===== src/rtl/display_scan_mux.sv =====
// rtl/display_scan_mux.sv - time-multiplexed hex digit scanner for a common-anode 7-segment bank
// Optional LEADING_ZERO_SUPPRESS_EN keeps leading-zero digits (except digit 0) dark.
module display_scan_mux #(
    parameter int DIGITS    = 4,
    parameter int CLK_DIV   = 50000,
    parameter int BLANK_CYC = 500
) (
    input  logic                  iclk,
    input  logic                  irst,
    input  logic                  ien,
    input  logic [4*DIGITS-1:0]   iValue,
    input  logic [DIGITS-1:0]     iDpMask,
    output logic [3:0]            oDigit,
    output logic [DIGITS-1:0]     oAn,
    output logic                  oDp,
    output logic                  oFrame
);

    localparam int PRE_W  = $clog2(CLK_DIV);
    localparam int SLOT_W = (DIGITS > 1) ? $clog2(DIGITS) : 1;
    localparam int SNAP_W = 5 * DIGITS;

    localparam logic [PRE_W-1:0]  PRE_MAX   = PRE_W'(CLK_DIV - 1);
    localparam logic [PRE_W-1:0]  BLANK_LIM = PRE_W'(BLANK_CYC);
    localparam logic [SLOT_W-1:0] SLOT_MAX  = SLOT_W'(DIGITS - 1);

    logic [PRE_W-1:0]  pre_q,   pre_d;
    logic [SLOT_W-1:0] slot_q,  slot_d;
    logic [SNAP_W-1:0] snap_q,  snap_d;
    logic [3:0]        digit_q, digit_d;
    logic [DIGITS-1:0] an_q,    an_d;
    logic              dp_q,    dp_d;
    logic              frame_q, frame_d;

    logic [4*DIGITS-1:0] snap_val;
    logic [DIGITS-1:0]   snap_dp;
    logic [DIGITS-1:0]   suppress;
    logic                frame_end;
    logic                lit;

    assign snap_val = snap_q[SNAP_W-1:DIGITS];
    assign snap_dp  = snap_q[DIGITS-1:0];

`ifdef LEADING_ZERO_SUPPRESS_EN
    // zero_from[g] is set when digits g..DIGITS-1 of the snapshot are all zero
    logic [DIGITS:1] zero_from;
    assign zero_from[DIGITS] = 1'b1;
    assign suppress[0]       = 1'b0;
    for (genvar g = 1; g < DIGITS; g++) begin : g_lzs
        assign zero_from[g] = zero_from[g+1] & (snap_val[4*g +: 4] == 4'h0);
        assign suppress[g]  = zero_from[g];
    end
`else
    assign suppress = '0;
`endif

    always_comb begin
        pre_d     = pre_q;
        slot_d    = slot_q;
        snap_d    = snap_q;
        frame_end = ien && (pre_q == PRE_MAX) && (slot_q == SLOT_MAX);

        if (ien) begin
            if (pre_q == PRE_MAX) begin
                pre_d  = '0;
                slot_d = (slot_q == SLOT_MAX) ? '0 : slot_q + SLOT_W'(1);
            end else begin
                pre_d = pre_q + PRE_W'(1);
            end
        end

        frame_d = frame_end;
        if (frame_end) begin
            snap_d = {iValue, iDpMask};
        end

        // Digit nibble follows the slot even while blanked so the decoder settles early
        digit_d = snap_val[{slot_q, 2'b00} +: 4];
        lit     = ien && (pre_q >= BLANK_LIM) && !suppress[slot_q];
        an_d    = '1;
        dp_d    = 1'b1;
        if (lit) begin
            an_d[slot_q] = 1'b0;
            dp_d         = ~snap_dp[slot_q];
        end
    end

    always_ff @(posedge iclk) begin
        if (irst) begin
            pre_q   <= '0;
            slot_q  <= '0;
            snap_q  <= {iValue, iDpMask};
            digit_q <= 4'h0;
            an_q    <= '1;
            dp_q    <= 1'b1;
            frame_q <= 1'b0;
        end else begin
            pre_q   <= pre_d;
            slot_q  <= slot_d;
            snap_q  <= snap_d;
            digit_q <= digit_d;
            an_q    <= an_d;
            dp_q    <= dp_d;
            frame_q <= frame_d;
        end
    end

    assign oDigit = digit_q;
    assign oAn    = an_q;
    assign oDp    = dp_q;
    assign oFrame = frame_q;

endmodule


===== config.mk =====
export PLATFORM = sky130hd
export DESIGN_NAME = display_scan_mux
export DESIGN_NICKNAME = d
export VERILOG_FILES = /design/src/rtl/display_scan_mux.sv
export SDC_FILE = /design/constraint.sdc
export NUM_CORES = 1
export LEC_CHECK = 0
export CAP_MARGIN = 15
export CORE_AREA = 3 3 64 78
export CTS_CLUSTER_DIAMETER = 200
export DETAILED_ROUTE_END_ITERATION = 7
export DIE_AREA = 0 0 67 81
export GPL_TIMING_DRIVEN = 0
export PLACE_DENSITY = 0.68
export REMOVE_ABC_BUFFERS = 1
export SLEW_MARGIN = 20
export SYNTH_ARGS = -nofsm -noshare
export SYNTH_HDL_FRONTEND = slang
export SYNTH_SLANG_ARGS = --single-unit

===== constraint.sdc =====
create_clock -name iclk -period 7.95 [get_ports iclk]
set_input_delay 2.385 -clock iclk [delete_from_list [all_inputs] [get_ports iclk]]
set_output_delay 2.385 -clock iclk [all_outputs]
set_load 0.02 [all_outputs]

==> run_results.csv <==
group,metric,value,unit
drt,avgRoutedWirePerCell,13.4,µm
drt,vias_per_cell,5.10,
grt,antenna_found_initial,0,
cts,holdBufCountCts,0,
setup_path,reg2reg_from,"pre_q[0]",
setup_path,rrSetupSlack,5.35,ns
setup_path,reg2reg_to,"snap_q[5]",
power,p_leak,0.789,nW
synth,yosys_warnings,0,
cts,tritoncts,"done",
grt,grt_usage,0.134,
sta,tightest_slew,0.790,ns
final_layout,final_cell_mix,"clkdlybuf4s50_1 (32), dfxtp_1 (28), nor2_1 (23)",
sta,finalHoldViolCount,0,
cts,cts_resized,0,
sta,fmax,211,MHz
setup_path,required,7.89,ns
synth,synth-seq-area-share,0.601,
sta,max-slew-margin-rel,0.472,
setup_path,reg2regPathDepth,5,
final_layout,final_nets,217,
final_layout,n_fill_cell,397,
sta,drv_slew,0,
final_layout,multi_input_area,699,µm²
cts,cts_buffers,5,
floorplanning,die_y,81,µm
run,max_cap_violations,0,
hold_path,min_to,"pre_q[15]",
cts,cts_root_buf,"clkbuf_8",
sta,fin_crit,4.74,ns
synth,synth_cells,155,
drt,dr_total_vias,1249,
power,swShare,0.218,
synth,synth_area,1930,µm²
power,peakVddDrop,0.000139,V
sta,whs,0.558,ns
grt,globalRouteOverflowTotal,0,
final_layout,ff_latch_area,1160,µm²
final_layout,layout_commonest_cell,"clkdlybuf4s50_1",
synth,synth_cell_types,28,
power,power,444,µW
power,p_clk_frac,0.329,
power,p_comb_frac,0.059,
placement,port_buffers,32,
sta,fin_worst_skew,0.00705,ns
floorplanning,die-area,5430,µm²
power,power.density,188,nW/µm²
power,p_int,347,µW
grt,grt_first_pass_wirelength,5.43,mm
setup_path,cp_max_fo,20,
setup_path,crit_arrival,4.68,ns
power,p_switching,96.9,µW
floorplanning,core-area,4290,µm²
cts,clockBufferDepth,2,
drt,drtAntennaViolNets,0,
grt,grt_pass1_vias,1233,
floorplanning,num_rows,26,
final_layout,diodes,0,
sta,setup_viol,0,
floorplanning,ios,33,
final_layout,area_delta_synth_final,22.4,%
synth,ys_ff_latch,48,
sta,finalCritPeriodShare,0.596,
outcome,status,"complete, no violations",
synth,yosysTopAreaCell,"edfxtp_1",
synth,yosysTopAreaCellShare,0.311,
floorplanning,fp.dieW,67,µm
setup_path,path_class,"input pin to register",
setup_path,critPathCaptureType,"register",
hold_path,hp-class,"register to register",
drt,drc_errors,0,
drt,dr.pass1.iters,4,
hold_path,hold_depth,2,
final_layout,layout-drive-gt1-share,0.0847,
placement,dp_hpwl,2.45,mm
cts,clk_pin_slew_worst_paths,0.09,ns
sta,rsz0062_at_grt,"false",
drt,wl,3.29,mm
cts,clkSinkCount,48,
cts,cts_setup_buffers,0,
setup_path,critPathLaunchType,"input pin",
synth,yosys-top-cells-area,"edfxtp_1 (31%), dfxtp_1 (29%), mux4_2 (5.8%)",
power,seq_power_share,0.612,
cts,clkLatencyLatePin,0.30,ns
drt,drtIter0Drc,56,
cts,cts_max_level,2,
hold_path,min_from,"pre_q[15]",
floorplanning,start_util,0.450,
sta,worst_slack,3.21,ns
placement,place_ws,2.85,ns
placement,gp_congestion,0.845,
synth,syn_avg_cell_area,12.5,µm²
grt,grt_max_degree,21,
sta,finalSetupTns,0,ns
final_layout,fin_util,0.550,
how the worst max path moves through the flow:
stage | endpoint | start | depth (start not counted) | slack (ns)
6_report | snap_q[5] | ien | 5 | 3.21
5_1_grt | snap_q[0] | ien | 5 | 3.04
4_1_cts | snap_q[14] | ien | 5 | 3.18
3_5_place_dp | snap_q[14] | ien | 5 | 2.85
3_3_place_gp | snap_q[5] | ien | 5 | 2.92
2_1_floorplan | snap_q[0] | ien | 4 | 3.97
cell type report:
class | instances | share of cell area
Clock buffer | 5 | 0.0291
Clock inverter | 3 | 0.00900
Multi-Input combinational cell | 95 | 0.296
Sequential cell | 48 | 0.491
Inverter | 6 | 0.00953
Timing Repair Buffer | 32 | 0.136
Tap cell | 56 | 0.0296
worst max-delay path, stage by stage:
cell             delay [ns]
clkdlybuf4s50_1        0.65
nand4_1                0.40
nor4_4                 0.50
nand2_1                0.12
nand2_1                0.60
synth_stat cells (all sizes together):
master  number
and2         4
buf          3
clkbuf       3
dfxtp       28
edfxtp      20
ha           6
inv          6
mux2i        3
mux4         5
nand2       12
nand3        2
nand4        8
nand4b       1
nor2        24
nor3         3
nor4         6
o21ai        1
o311a        1
or2          1
or3          1
or4          1
or4bb        1
xnor2       12
xor2         3
metrics by stage:
stage | area, µm² | std cells
3_3_place_gp | 2270 | 237
5_1_grt | 2360 | 245
2_1_floorplan | 1880 | 149
6_report | 2360 | 245
3_5_place_dp | 2270 | 237
4_1_cts | 2360 | 245
per-layer routing:
metal | global-route usage | up-vias | share of wire | wire, µm
li1 | - | 604 | - | -
met1 | 0.140 | 600 | 0.40 | 1330
met2 | 0.246 | 39 | 0.53 | 1740
met3 | 0.0415 | 6 | 0.054 | 179
met4 | 0.0527 | 0 | 0.012 | 40
met5 | 0 | - | 0 | 0
power by group through the flow:
| stage | logic [mW] | registers [mW] | clock network (mW) |
|---|---|---|---|
| floorplan | 0.00887 | 0.278 | 0 |
| global placement | 0.0258 | 0.276 | 0 |
| detailed placement | 0.0267 | 0.278 | 0 |
| CTS | 0.0268 | 0.272 | 0.149 |
| global route | 0.0286 | 0.273 | 0.159 |
| finish | 0.0263 | 0.272 | 0.146 |
flip-flops by register name (all words and copies together), names as in the netlist:
register  count
snap_q       20
pre_q        16
oAn           4
oDigit        4
slot_q        2
oDp           1
oFrame        1
cell families (layout without fill, tap and decap cells):
kind of cell | Yosys count | in the layout | synth area share
AO/OA/AOI/OAI | 2 | 2 | 0.00842
AND/OR/NAND/NOR | 64 | 64 | 0.173
flip-flops | 48 | 48 | 0.601
XOR/XNOR | 15 | 15 | 0.0681
multiplexers | 8 | 8 | 0.0739
buffers and inverters | 12 | 46 | 0.0363
adder cells (fa/ha/maj) | 6 | 6 | 0.0389
(Power assumes the default switching activity.)
